--- config.mk ---
export PLATFORM = sky130hd
export DESIGN_NAME = key_debounce_ctrl
export DESIGN_NICKNAME = d
export VERILOG_FILES = /design/src/rtl/key_debounce_ctrl.sv
export SDC_FILE = /design/constraint.sdc
export NUM_CORES = 1
export LEC_CHECK = 0
export CAP_MARGIN = 15
export CORE_UTILIZATION = 60
export CTS_BUF_LIST = sky130_fd_sc_hd__clkbuf_4 sky130_fd_sc_hd__clkbuf_8
export DETAILED_ROUTE_END_ITERATION = 10
export MAX_ROUTING_LAYER = met4
export PLACE_DENSITY = 0.87
export SETUP_SLACK_MARGIN = 0.02
export SYNTH_ARGS = -nofsm -noshare
export SYNTH_HDL_FRONTEND = slang
export SYNTH_SLANG_ARGS = --single-unit
export TNS_END_PERCENT = 1
--- constraint.sdc ---
create_clock -name io_clk -period 3.5 [get_ports io_clk]
set_clock_uncertainty 0.2 [all_clocks]
set_input_delay 0.525 -clock io_clk [delete_from_list [all_inputs] [get_ports io_clk]]
set_output_delay 0.525 -clock io_clk [all_outputs]
set_load 0.005 [all_outputs]
--- src/rtl/key_debounce_ctrl.sv ---
// -----------------------------------------------------------------------------
// key_debounce_ctrl
//   Debounces one mechanical push-button and produces clean single-cycle
//   press / release / long-press strobes, a debounced level and an 8-bit
//   count of accepted presses.
//
//   Optional feature macro: KEY_LONG_PRESS_EN
//     defined   -> hold counter and key_long strobe are built
//     undefined -> key_long is tied to 0; all other timing is identical
// -----------------------------------------------------------------------------
module key_debounce_ctrl #(
    parameter int unsigned _DEBOUNCE_CONS  = 'd20000,
    parameter int unsigned _LONG_CONS      = 'd10_000_000,
    parameter int unsigned _CNT_WIDTH      = 24,
    parameter int unsigned _KEY_ACTIVE_LOW = 1
) (
    input  logic       io_clk,
    input  logic       io_rst_ram_n,
    input  logic       key_in,
    output logic       key_level,
    output logic       key_press,
    output logic       key_release,
    output logic       key_long,
    output logic [7:0] press_cnt
);

    typedef enum logic [1:0] {
        ST_IDLE       = 2'd0,
        ST_PRESS_DB   = 2'd1,
        ST_HELD       = 2'd2,
        ST_RELEASE_DB = 2'd3
    } st_t;

    localparam logic [_CNT_WIDTH-1:0] DB_LAST  = _CNT_WIDTH'(_DEBOUNCE_CONS - 1);
    localparam logic [_CNT_WIDTH-1:0] CNT_ONE  = _CNT_WIDTH'(1);

    // Both counts are terminal compare values; zero or an over-wide value
    // would make a counter wrap inside a state, so refuse to elaborate.
    if ((_DEBOUNCE_CONS < 1) || (((_DEBOUNCE_CONS - 1) >> _CNT_WIDTH) != 0)) begin : g_bad_debounce_cons
        $error("key_debounce_ctrl: _DEBOUNCE_CONS must be >= 1 and fit in _CNT_WIDTH");
    end
    if ((_LONG_CONS < 1) || (((_LONG_CONS - 1) >> _CNT_WIDTH) != 0)) begin : g_bad_long_cons
        $error("key_debounce_ctrl: _LONG_CONS must be >= 1 and fit in _CNT_WIDTH");
    end

    logic                  r_ff1;
    logic                  r_key_s;
    logic                  w_act;
    st_t                   r_st;
    logic [_CNT_WIDTH-1:0] r_db_cnt;
    logic                  r_key_level;
    logic                  r_key_press;
    logic                  r_key_release;
    logic [7:0]            r_press_cnt;

`ifdef KEY_LONG_PRESS_EN
    localparam logic [_CNT_WIDTH-1:0] LONG_LAST = _CNT_WIDTH'(_LONG_CONS - 1);

    logic [_CNT_WIDTH-1:0] r_hold_cnt;
    logic                  r_long_done;
    logic                  r_key_long;
`endif

    // Two-flop synchroniser; the level is normalised to "1 = pressed" before
    // the first flop so both flops can reset to 0 (the released level) and
    // reset release can never look like a press.
    always_ff @(posedge io_clk or negedge io_rst_ram_n) begin
        if (!io_rst_ram_n) begin
            r_ff1   <= 1'b0;
            r_key_s <= 1'b0;
        end else begin
            // NOTE: sequential state uses non-blocking assignments so every
            // flop samples the pre-edge value of its neighbours.
            r_ff1   <= (_KEY_ACTIVE_LOW != 0) ? ~key_in : key_in;
            r_key_s <= r_ff1;
        end
    end

    assign w_act = r_key_s;

    // Debounce state machine with registered level, strobes and press count.
    always_ff @(posedge io_clk or negedge io_rst_ram_n) begin
        if (!io_rst_ram_n) begin
            // NOTE: every state and output flop gets an async reset value, so
            // a mid-operation reset drops straight to IDLE with quiet outputs.
            r_st          <= ST_IDLE;
            r_db_cnt      <= '0;
            r_key_level   <= 1'b0;
            r_key_press   <= 1'b0;
            r_key_release <= 1'b0;
            r_press_cnt   <= 8'd0;
`ifdef KEY_LONG_PRESS_EN
            r_hold_cnt    <= '0;
            r_long_done   <= 1'b0;
            r_key_long    <= 1'b0;
`endif
        end else begin
            // Strobes default low so each one lasts exactly one cycle.
            r_key_press   <= 1'b0;
            r_key_release <= 1'b0;
`ifdef KEY_LONG_PRESS_EN
            r_key_long    <= 1'b0;
`endif
            case (r_st)
                ST_IDLE: begin
                    if (w_act) begin
                        r_st     <= ST_PRESS_DB;
                        r_db_cnt <= '0;
                    end
                end

                ST_PRESS_DB: begin
                    if (!w_act) begin
                        r_st <= ST_IDLE;
                    end else if (r_db_cnt == DB_LAST) begin
                        r_st        <= ST_HELD;
                        r_key_level <= 1'b1;
                        r_key_press <= 1'b1;
                        r_press_cnt <= r_press_cnt + 8'd1;
`ifdef KEY_LONG_PRESS_EN
                        r_hold_cnt  <= '0;
                        r_long_done <= 1'b0;
`endif
                    end else begin
                        r_db_cnt <= r_db_cnt + CNT_ONE;
                    end
                end

                ST_HELD: begin
                    if (!w_act) begin
                        r_st     <= ST_RELEASE_DB;
                        r_db_cnt <= '0;
                    end else begin
`ifdef KEY_LONG_PRESS_EN
                        // Hold counter saturates at its terminal value;
                        // long_done keeps the strobe to one per press.
                        if (r_hold_cnt == LONG_LAST) begin
                            if (!r_long_done) begin
                                r_key_long  <= 1'b1;
                                r_long_done <= 1'b1;
                            end
                        end else begin
                            r_hold_cnt <= r_hold_cnt + CNT_ONE;
                        end
`endif
                    end
                end

                ST_RELEASE_DB: begin
                    // Returning to HELD keeps hold_cnt: a release bounce only
                    // pauses the long-press timer.
                    if (w_act) begin
                        r_st <= ST_HELD;
                    end else if (r_db_cnt == DB_LAST) begin
                        r_st          <= ST_IDLE;
                        r_key_level   <= 1'b0;
                        r_key_release <= 1'b1;
                    end else begin
                        r_db_cnt <= r_db_cnt + CNT_ONE;
                    end
                end

                default: begin
                    r_st <= ST_IDLE;
                end
            endcase
        end
    end

    assign key_level   = r_key_level;
    assign key_press   = r_key_press;
    assign key_release = r_key_release;
    assign press_cnt   = r_press_cnt;

`ifdef KEY_LONG_PRESS_EN
    assign key_long = r_key_long;
`else
    assign key_long = 1'b0;
`endif

endmodule
==> flow_metrics.py <==
metrics = {
    "global_routing": {
        "grt_usage": 0.2818,
        "grt-ovfl-total": 0,
        "grt_pass1_vias": 1536,
        "antenna_found_initial": 0,
        "grt_pass1_wl_um": 7231,
        "grt_max_degree": 40,
    },
    "routing": {
        "ant_nets": 0,
        "first_iter_violations": 89,
        "wl_per_cell_um": 15.72,
        "routed_wl_um": 4370,
        "viasPerCell": 6.065,
        "drt_pass1_iterations": 4,
        "via_count": 1686,
        "drc_errors": 0,
    },
    "setup_path": {
        "worstPathMaxFanout": 10,
        "end_kind": "flip-flop",
        "start_kind": "flip-flop",
        "arrival_ps": 2800,
        "r2r_slack_ps": 760,
        "critical_path_class": "flip-flop to flip-flop",
        "r2r_start": "r_db_cnt[0]",
        "worstRegToRegCells": 6,
        "required_ps": 3560,
        "regToRegEndpoint": "press_cnt[1]",
    },
    "clock_network": {
        "tritoncts": "built",
        "cts_made_buffers": 5,
        "cts_root_buf": "clkbuf_4",
        "post_cts_buffers": 0,
        "clockBufferDepth": 2,
        "clk_latency_ps": 360,
        "cts.clk_slew.worst_paths_ps": 120,
        "clkSinkCount": 39,
        "cts-resized-gates": 0,
        "h-tree-depth": 2,
        "postCtsHoldBufs": 0,
    },
    "timing": {
        "hold_viol_final": 0,
        "finalCritPeriodShare": 0.7829,
        "finalSetupViolCount": 0,
        "fin_tns_setup_ps": 0,
        "fin_crit_ps": 2740,
        "report.final.slew_viol_count": 0,
        "rsz0062_at_grt": "no",
        "clock.fmax_mhz": 364.9,
        "worst-slew-pin-transition_ps": 848.6,
        "max_slew_margin": 0.4343,
    },
    "yosys": {
        "synth-seq-cells": 39,
        "syn_nets": 225,
        "syn_area_um2": 2069,
        "ys_seq_area_frac": 0.4716,
        "synth_cell_type_count": 42,
        "synth-edff-count": 0,
        "synth-async-reset-ratio": 1.000,
        "ys.flop_type": "dfrtp_1",
        "avgSynthCellArea_um2": 9.407,
        "synth_warnings": 0,
        "synthCells": 220,
    },
    "placement": {
        "place_area_um2": 2237,
        "io_buffer_count": 13,
        "dp_hpwl_um": 2977,
        "place.gp.congestion": 0.9075,
    },
    "final_layout": {
        "mostFrequentLayoutCell": "dfrtp_1",
        "fin_area_um2": 2323,
        "fillerInstances": 248,
        "antenna_cells": 0,
        "fin_util": 0.7369,
        "multi_input_area_um2": 1032,
        "final-seq-area_um2": 975.9,
        "final_cell_mix": "39 x dfrtp_1, 33 x nand2_1, 21 x nand3_1",
        "final_layout_size_suffix_gt1_frac": 0.08120,
        "finalNetCount": 238,
        "syn_to_final_growth_pct": 12.27,
    },
    "die": {
        "die_h_um": 60.73,
        "ios": 15,
        "fp.coreArea_um2": 3153,
        "die_area_um2": 3688,
        "rows": 20,
        "dieWidth_um": 60.73,
        "initial_utilization": 0.6563,
    },
    "run_status": {
        "status": "finished, final reports clean",
    },
    "power_and_ir_drop": {
        "p_leak_nw": 1.029,
        "power_density_nw_per_um2": 363.6,
        "peakVddDrop_mv": 0.3671,
    },
    "min_path": {
        "hold_class": "input port to asynchronous set/reset pin",
    },
    "flow_run": {
        "maxCapViolCount": 0,
    },
}
-- worst max-delay path, stage by stage (launching register included) --
cell and delay [ps]:
dfrtp_1 440, ha_1 240, nand3_2 130, or2_1 300
or4_1 760, nor2b_4 230, mux2_2 340
-- worst max path at each step --
stage / startpoint / to / slack (ps) / cells past startpoint
2_1_floorplan: r_db_cnt[0] / press_cnt[1] / 1100 / 7
3_3_place_gp: r_db_cnt[0] / press_cnt[1] / 870 / 6
3_5_place_dp: r_db_cnt[0] / press_cnt[1] / 810 / 6
4_1_cts: r_db_cnt[0] / press_cnt[1] / 770 / 6
5_1_grt: r_db_cnt[0] / press_cnt[1] / 630 / 6
6_report: r_db_cnt[0] / press_cnt[1] / 760 / 6
-- cell usage after synthesis, types with 2 or more instances --
cell type,count,area share
a21oi_1,3,0.0073
a31oi_1,2,0.0060
and2_1,3,0.0091
and3_1,4,0.012
and4_1,4,0.017
buf_4,2,0.0073
clkbuf_1,7,0.013
dfrtp_1,39,0.47
ha_1,2,0.012
inv_1,7,0.013
mux2_2,2,0.011
mux2i_1,6,0.029
nand2_1,33,0.060
nand2b_1,2,0.0060
nand3_1,21,0.051
nand4_1,7,0.021
nor2_1,12,0.022
nor3_1,6,0.015
nor4_1,6,0.018
nor4b_1,2,0.0085
o211ai_1,3,0.011
o21ai_0,11,0.027
o41ai_1,2,0.0085
or3_1,2,0.0060
or4_1,5,0.018
xnor2_1,5,0.021
xor2_1,7,0.030
-- layout make-up --
type / instances / area share
Timing Repair Buffer: 16 / 0.06354
Inverter: 7 / 0.01131
Clock inverter: 2 / 0.01508
Tap cell: 44 / 0.02369
Sequential cell: 39 / 0.4200
Clock buffer: 6 / 0.02208
Multi-Input combinational cell: 164 / 0.4443
-- cells by family (layout without fill, tap and decap cells) --
family,after synthesis,in the layout,share of synthesized area
multiplexers,8,8,0.03990
flip-flops,39,39,0.4716
AND/OR/NAND/NOR,116,116,0.3096
AO/OA/AOI/OAI,25,25,0.07920
buffers and inverters,17,31,0.03507
adder cells (fa/ha/maj),2,2,0.01209
XOR/XNOR,12,12,0.05079
other,1,1,0.001812
-- through the flow --
stage               worst slack, ps  hold WS [ps]  instances  power [mW]
floorplan                      1097         29.41        220      0.5135
global placement              869.1         132.8        270      0.5346
detailed placement            806.0         168.9        270      0.5365
CTS                           772.9         87.69        278      0.8502
global route                  626.0         114.2        278      0.8810
finish                        759.8         57.15        278      0.8447
-- metal layers --
metal | vias up | GRT usage | routed length (µm)
li1 | 817 | - | -
met1 | 797 | 0.3430 | 1918
met2 | 60 | 0.4568 | 2133
met3 | 12 | 0.07463 | 231
met4 | 0 | 0.09091 | 87
met5 | - | - | 0
-- where the power goes --
group | leakage (nW) | internal [mW] | switching (mW)
clock | 0.0482 | 0.169 | 0.148
combinational | 0.445 | 0.0153 | 0.0324
sequential | 0.535 | 0.461 | 0.0192
-- registers in the layout, summed over array words and instances (netlist names), named ones only --
register	count
key_level	1
key_press	1
key_release	1
press_cnt	8
r_db_cnt	24
r_ff1	1
r_key_s	1
r_st	1
(Power assumes the default switching activity.)
